**config.mk**
```make
export PLATFORM = sky130hd
export DESIGN_NAME = fifo_rd_stream_adapter
export DESIGN_NICKNAME = d
export VERILOG_FILES = /design/src/rtl/fifo_rd_stream_adapter.sv
export SDC_FILE = /design/constraint.sdc
export NUM_CORES = 1
export LEC_CHECK = 0
export ABC_AREA = 1
export CAP_MARGIN = 10
export CORE_MARGIN = 1
export CORE_UTILIZATION = 35
export CTS_BUF_LIST = sky130_fd_sc_hd__clkbuf_2
export DETAILED_ROUTE_END_ITERATION = 8
export GPL_ROUTABILITY_DRIVEN = 0
export HOLD_SLACK_MARGIN = 0.03
export SLEW_MARGIN = 20
export SYNTH_ARGS = -nofsm -noshare
export SYNTH_HDL_FRONTEND = slang
export SYNTH_SLANG_ARGS = --single-unit
```
**constraint.sdc**
```tcl
create_clock -name rclk -period 4.5 [get_ports rclk]
set_clock_uncertainty 0.2 [all_clocks]
set_input_delay 1.35 -clock rclk [delete_from_list [all_inputs] [get_ports rclk]]
set_output_delay 1.35 -clock rclk [all_outputs]
set_load 0.1 [all_outputs]
```
**src/rtl/fifo_rd_stream_adapter.sv**
```systemverilog
// fifo_rd_stream_adapter
//
// Read-side consumer stage of the async FIFO. It runs in the read clock domain. It turns
// the FIFO pop interface (rempty/rinc with one-cycle-latency rdata) into a registered
// valid/ready stream.
//
// A 2-entry buffer absorbs the memory read latency. It also tracks the one pop that may
// still be in flight. The stream can therefore sustain 1 word/cycle with no drops or
// duplicates under back-pressure.
//
// Optional feature: define RD_ADAPT_CNT_EN to add rd_word_cnt, a saturating 16-bit count
// of stream transfers.
//
// Ports:
//   rclk        read-domain clock
//   rrst_n      asynchronous active-low reset
//   rempty      FIFO empty flag (1 while in reset)
//   rinc        pop request to the read pointer logic
//   rdata       memory read data, valid the cycle after the pop
//   m_valid     stream word valid
//   m_ready     downstream accept
//   m_data      stream word (driven from buffer registers)
//   rd_word_cnt transfer count, present only with RD_ADAPT_CNT_EN
module fifo_rd_stream_adapter #(
  parameter int unsigned DATA_W = 8
) (
  input  logic              rclk,
  input  logic              rrst_n,
  input  logic              rempty,
  output logic              rinc,
  input  logic [DATA_W-1:0] rdata,
  output logic              m_valid,
  input  logic              m_ready,
  output logic [DATA_W-1:0] m_data
`ifdef RD_ADAPT_CNT_EN
  ,
  output logic [15:0]       rd_word_cnt
`endif
);

  logic [DATA_W-1:0] buf0_q, buf0_d;
  logic [DATA_W-1:0] buf1_q, buf1_d;
  logic              head_q, head_d;
  logic              tail_q, tail_d;
  logic [1:0]        occ_q, occ_d;
  logic              inflight_q, inflight_d;

  logic              xfer;
  logic [2:0]        level;

  // Outputs come straight from state; m_data is a mux of registered entries.
  always_comb begin
    m_valid = (occ_q != 2'd0);
    m_data  = head_q ? buf1_q : buf0_q;
  end

  // Level after this edge: buffered words plus the word landing now, minus the one leaving.
  // xfer implies occ_q >= 1, so the subtraction cannot wrap.
  always_comb begin
    xfer  = m_valid && m_ready;
    level = {1'b0, occ_q} + {2'b00, inflight_q} - {2'b00, xfer};
    // Only pop when the word will have a free slot on arrival.
    rinc  = !rempty && (level < 3'd2);
  end

  always_comb begin
    buf0_d     = buf0_q;
    buf1_d     = buf1_q;
    head_d     = head_q;
    tail_d     = tail_q;
    occ_d      = level[1:0];
    inflight_d = rinc;
    if (inflight_q) begin
      if (tail_q) begin
        buf1_d = rdata;
      end else begin
        buf0_d = rdata;
      end
      tail_d = ~tail_q;
    end
    if (xfer) begin
      head_d = ~head_q;
    end
  end

  always_ff @(posedge rclk or negedge rrst_n) begin
    if (!rrst_n) begin
      buf0_q     <= '0;
      buf1_q     <= '0;
      head_q     <= 1'b0;
      tail_q     <= 1'b0;
      occ_q      <= 2'd0;
      inflight_q <= 1'b0;
    end else begin
      buf0_q     <= buf0_d;
      buf1_q     <= buf1_d;
      head_q     <= head_d;
      tail_q     <= tail_d;
      occ_q      <= occ_d;
      inflight_q <= inflight_d;
    end
  end

`ifdef RD_ADAPT_CNT_EN
  logic [15:0] cnt_q, cnt_d;

  always_comb begin
    cnt_d = cnt_q;
    if (xfer && (cnt_q != 16'hFFFF)) begin
      cnt_d = cnt_q + 16'd1;
    end
  end

  always_ff @(posedge rclk or negedge rrst_n) begin
    if (!rrst_n) begin
      cnt_q <= 16'd0;
    end else begin
      cnt_q <= cnt_d;
    end
  end

  assign rd_word_cnt = cnt_q;
`endif

endmodule

```
# Yosys cells after proc, flatten, opt, wreduce, memory -nomap -nowiden
# Cells that the tools add are included.
[word_totals]
in_bits = 12
ff_bits = 21
output_inout_bits = 10
n_memories = 0
word_cells = 18
romBits = 0
latch_bits = 0
ramBits = 0
[classes]
div_mod_pow = 0
bitwise_logic = 2
add_sub_neg = 2
n_mux = 1
multipliers = 0
eq_ne = 0
order_cmp = 1
reduce_logical = 6
n_shift = 0
[op_table]
columns = ["operator", "count"]
rows = [
  ["$mux 8", 1],
  ["$reduce_and 2->1", 2],
  ["$add 2x1->3", 1],
  ["$lt 3x2->1 const B", 1],
  ["$sub 3x1->3", 1],
  ["$logic_and 1x1->1", 2],
  ["$not 1->1", 2],
  ["$reduce_bool 2->1", 1],
  ["$logic_not 1->1", 1],
]

# Longest topological paths before layout
[logic_depth]
depth_word = 5
mapped_depth = 9

# Worst setup path after synthesis
# OpenSTA, ideal clock, no wires.
[synth_timing]
path_type = "input port to output port"
from = "in m_ready"
to = "out rinc"
stages = 9
arrival_ns = 3.822
n_path_buf = 0
path_slack_ns = -0.872
path_cell_list = "o21ai_1 inv_1 ha_1 inv_1 ha_1 fa_1 nor2_1 nand2_1 nor2_1"
[synth_via]
elab_chain_len = 4
[synth_rtl]
columns = ["item", "line_no", "text"]
rows = [
  ["start, declared", "33", "input logic m_ready,"],
  ["$logic_and 1x1->1", "60", "xfer = m_valid && m_ready;"],
  ["via xfer", "48", "logic xfer;"],
  ["$sub 3x1->3", "61", "level = {1'b0, occ_q} + {2'b00, inflight_q} - {2'b00, xfer};"],
  ["via level[1]", "49", "logic [2:0] level;"],
  ["$lt 3x2->1", "63", "rinc = !rempty && (level < 3'd2);"],
  ["$logic_and 1x1->1", "63", ""],
  ["end, declared", "30", "output logic rinc,"],
]
# The timed path passes the listed nets, and every way through them passes these cells.

# Worst setup path after layout
# Same ends and word-level chain as after synthesis.

==> reports/metrics.csv <==
metric,value,unit
status,"complete, but fails checks",
failing checks,negative setup slack,
# diodes,0,
chip width,55.8,um
Worst-path clk slew,190,ps
Max Freq,0.220,GHz
number of max-cap violations,0,
cts bufs inserted,3,
DRC,0,
H-tree levels,1,
HPWL Detailed,1.40,mm
CTS tree,built,
Layout area overhead,25.5,%
relative slew slack,0.386,
post-synthesis cell count,113,
"Clk Latency, worst-skew pair",320,ps
DR pass1 iterations,4,
first-pass GRT wire length,3.60,mm
# IOs,22,
post-synth cell types,14,
Vias,766,
"Hold Vio Cnt, Final",0,
DR WL/cell,11.8,um
Max clock buf depth,2,
M2 GR Usage,0.248,
Synth Net Count,128,
hold crit path type,reg -> reg,
core region area,2760,um2
vias in the first global route,786,
Netlist Area Pre-Place,1010,um2
nets@finish,152,
die height,55.8,um
"Core Util, Final",0.462,
syn_area_per_cell,8.98,um2
Post-Route WL,1.96,mm
CTS root buf,clkbuf_2,
final worst slack,-41.9,ps
initial antenna violation count,0,
Tcrit/Tclk final,1.01,
gr ovfl total,0,
Routed Antenna Nets,0,
sequential area share after synthesis,0.518,
Slew @ Worst Pin,918,ps
routed vias/inst,4.59,
FP Rows,19,
R2R Setup Slk,2290,ps
Seq cells post-synth,21,
GR peak layer,met2,
final setup fails,1,
CP startpoint kind,input port,
endpoint class of the critical path,output port,
clock sinks,21,
effective utilization at floorplan,0.368,
Worst Path Arrival,2990,ps
proportion of layout cells with a drive suffix above 1,0.301,
met3 Resource Use GR,0.0326,
"Req. time, crit path",2950,ps
buffers added on ports,21,
Synthesis Warnings,0,
Iter 0 DRT Violations,30,
RSZ-0062 raised after global routing,yes,
Die Area,3120,um2
type of the worst setup path,in -> out,
pin count of the biggest net entering global routing,22,
GR Util met1,0.191,
Max Slew Vio Count,0,
GRT Resource Usage Total,0.151,
min Tclk post-route,4540,ps
cts hold-fix bufs,0,
CP max FO,2,
-- cell usage after synthesis, drive strengths merged --
library cell  instances  area, um2
fa                    1       20.0
nor2                  3       11.3
o21ai                17        145
inv                  16       60.1
dfrtp                21        526
buf                   3       31.3
ha                    2       25.0
nand3                 1       5.00
nand2                49        191
-- flip-flops by register name, indices dropped and copies added, names as in the netlist --
register / flops
buf0_q: 8
head_q: 1
occ_q: 2
tail_q: 1
buf1_q: 8
inflight_q: 1
-- cell families (layout without fill, tap and decap cells) --
kind of cell	after synthesis	in the layout	share of synthesized area
adders and majority gates	3	3	0.0444
and+or+nand+nor	53	53	0.205
AOI/OAI and AO/OA	17	17	0.143
DFF	21	21	0.518
buffers and inverters	19	42	0.0900
-- layer usage --
layer  part of all wire  up-vias  routed length [um]
met2               0.49       20                 957
li1                   -      388                   -
met5                  0        -                   0
met4              0.022        0                  43
met3              0.042        5                  82
met1               0.45      353                 879
-- metrics by stage --
stage / TNS, ps / instance area (um2) / hold WS, ps / setup WS, ps / cells
6_report: -41.9 / 1270 / 307 / -41.9 / 167
5_1_grt: -150 / 1270 / 328 / -150 / 167
4_1_cts: -32.3 / 1270 / 311 / -32.3 / 167
3_5_place_dp: -491 / 1240 / 268 / -491 / 162
3_3_place_gp: -431 / 1240 / 264 / -431 / 162
2_1_floorplan: -86.0 / 1040 / 255 / -86.0 / 113
-- critical path: stages --
cell     delay [ps]
buf_8           100
o21ai_4          50
inv_1            60
ha_1            260
inv_1            40
ha_2            160
fa_1            460
nor2_1          100
nand2_1          90
nor2_4          140
buf_12          180
-- layout by cell type (no fill, tap or decap) --
| cell type | count |
|---|---|
| nand2_1 | 46 |
| nor2_1 | 2 |
| inv_2 | 3 |
| inv_1 | 13 |
| clkbuf_2 | 4 |
| nand2_2 | 3 |
| fa_1 | 1 |
| clkdlybuf4s50_1 | 10 |
| o21ai_2 | 16 |
| buf_8 | 1 |
| nand3_1 | 1 |
| nor2_4 | 1 |
| buf_4 | 10 |
| buf_12 | 1 |
| dfrtp_1 | 21 |
| o21ai_4 | 1 |
| ha_1 | 1 |
| ha_2 | 1 |
-- layout make-up --
type                            instances  area (um2)
Sequential cell                        21         526
Fill cell                             286        1480
Tap cell                               31        38.8
Timing Repair Buffer                   22         210
Inverter                               16        60.1
Clock buffer                            4        20.0
Multi-Input combinational cell         73         419
-- path summary, 6_finish.rpt --
kind	startpoint	to	cells past startpoint
hold / removal	buf1_q[4]	buf1_q[4]	2
hold reg to reg	buf1_q[4]	buf1_q[4]	2
max in group asynchronous	rrst_n	occ_q[0]	1
setup reg to reg	occ_q[1]	inflight_q	9
setup / recovery	m_ready	rinc	11
min in group asynchronous	rrst_n	buf1_q[0]	1
-- repair_timing --
action                                  CTS  global route
pin swaps                                 5             2
endpoints found under the setup margin    1             1
buffers inserted                          1             0
resized for setup                         7             0
Power is left out: the tool's default activity adds up to more than one toggle a clock period on the data nets, which glitch-free logic cannot reach.
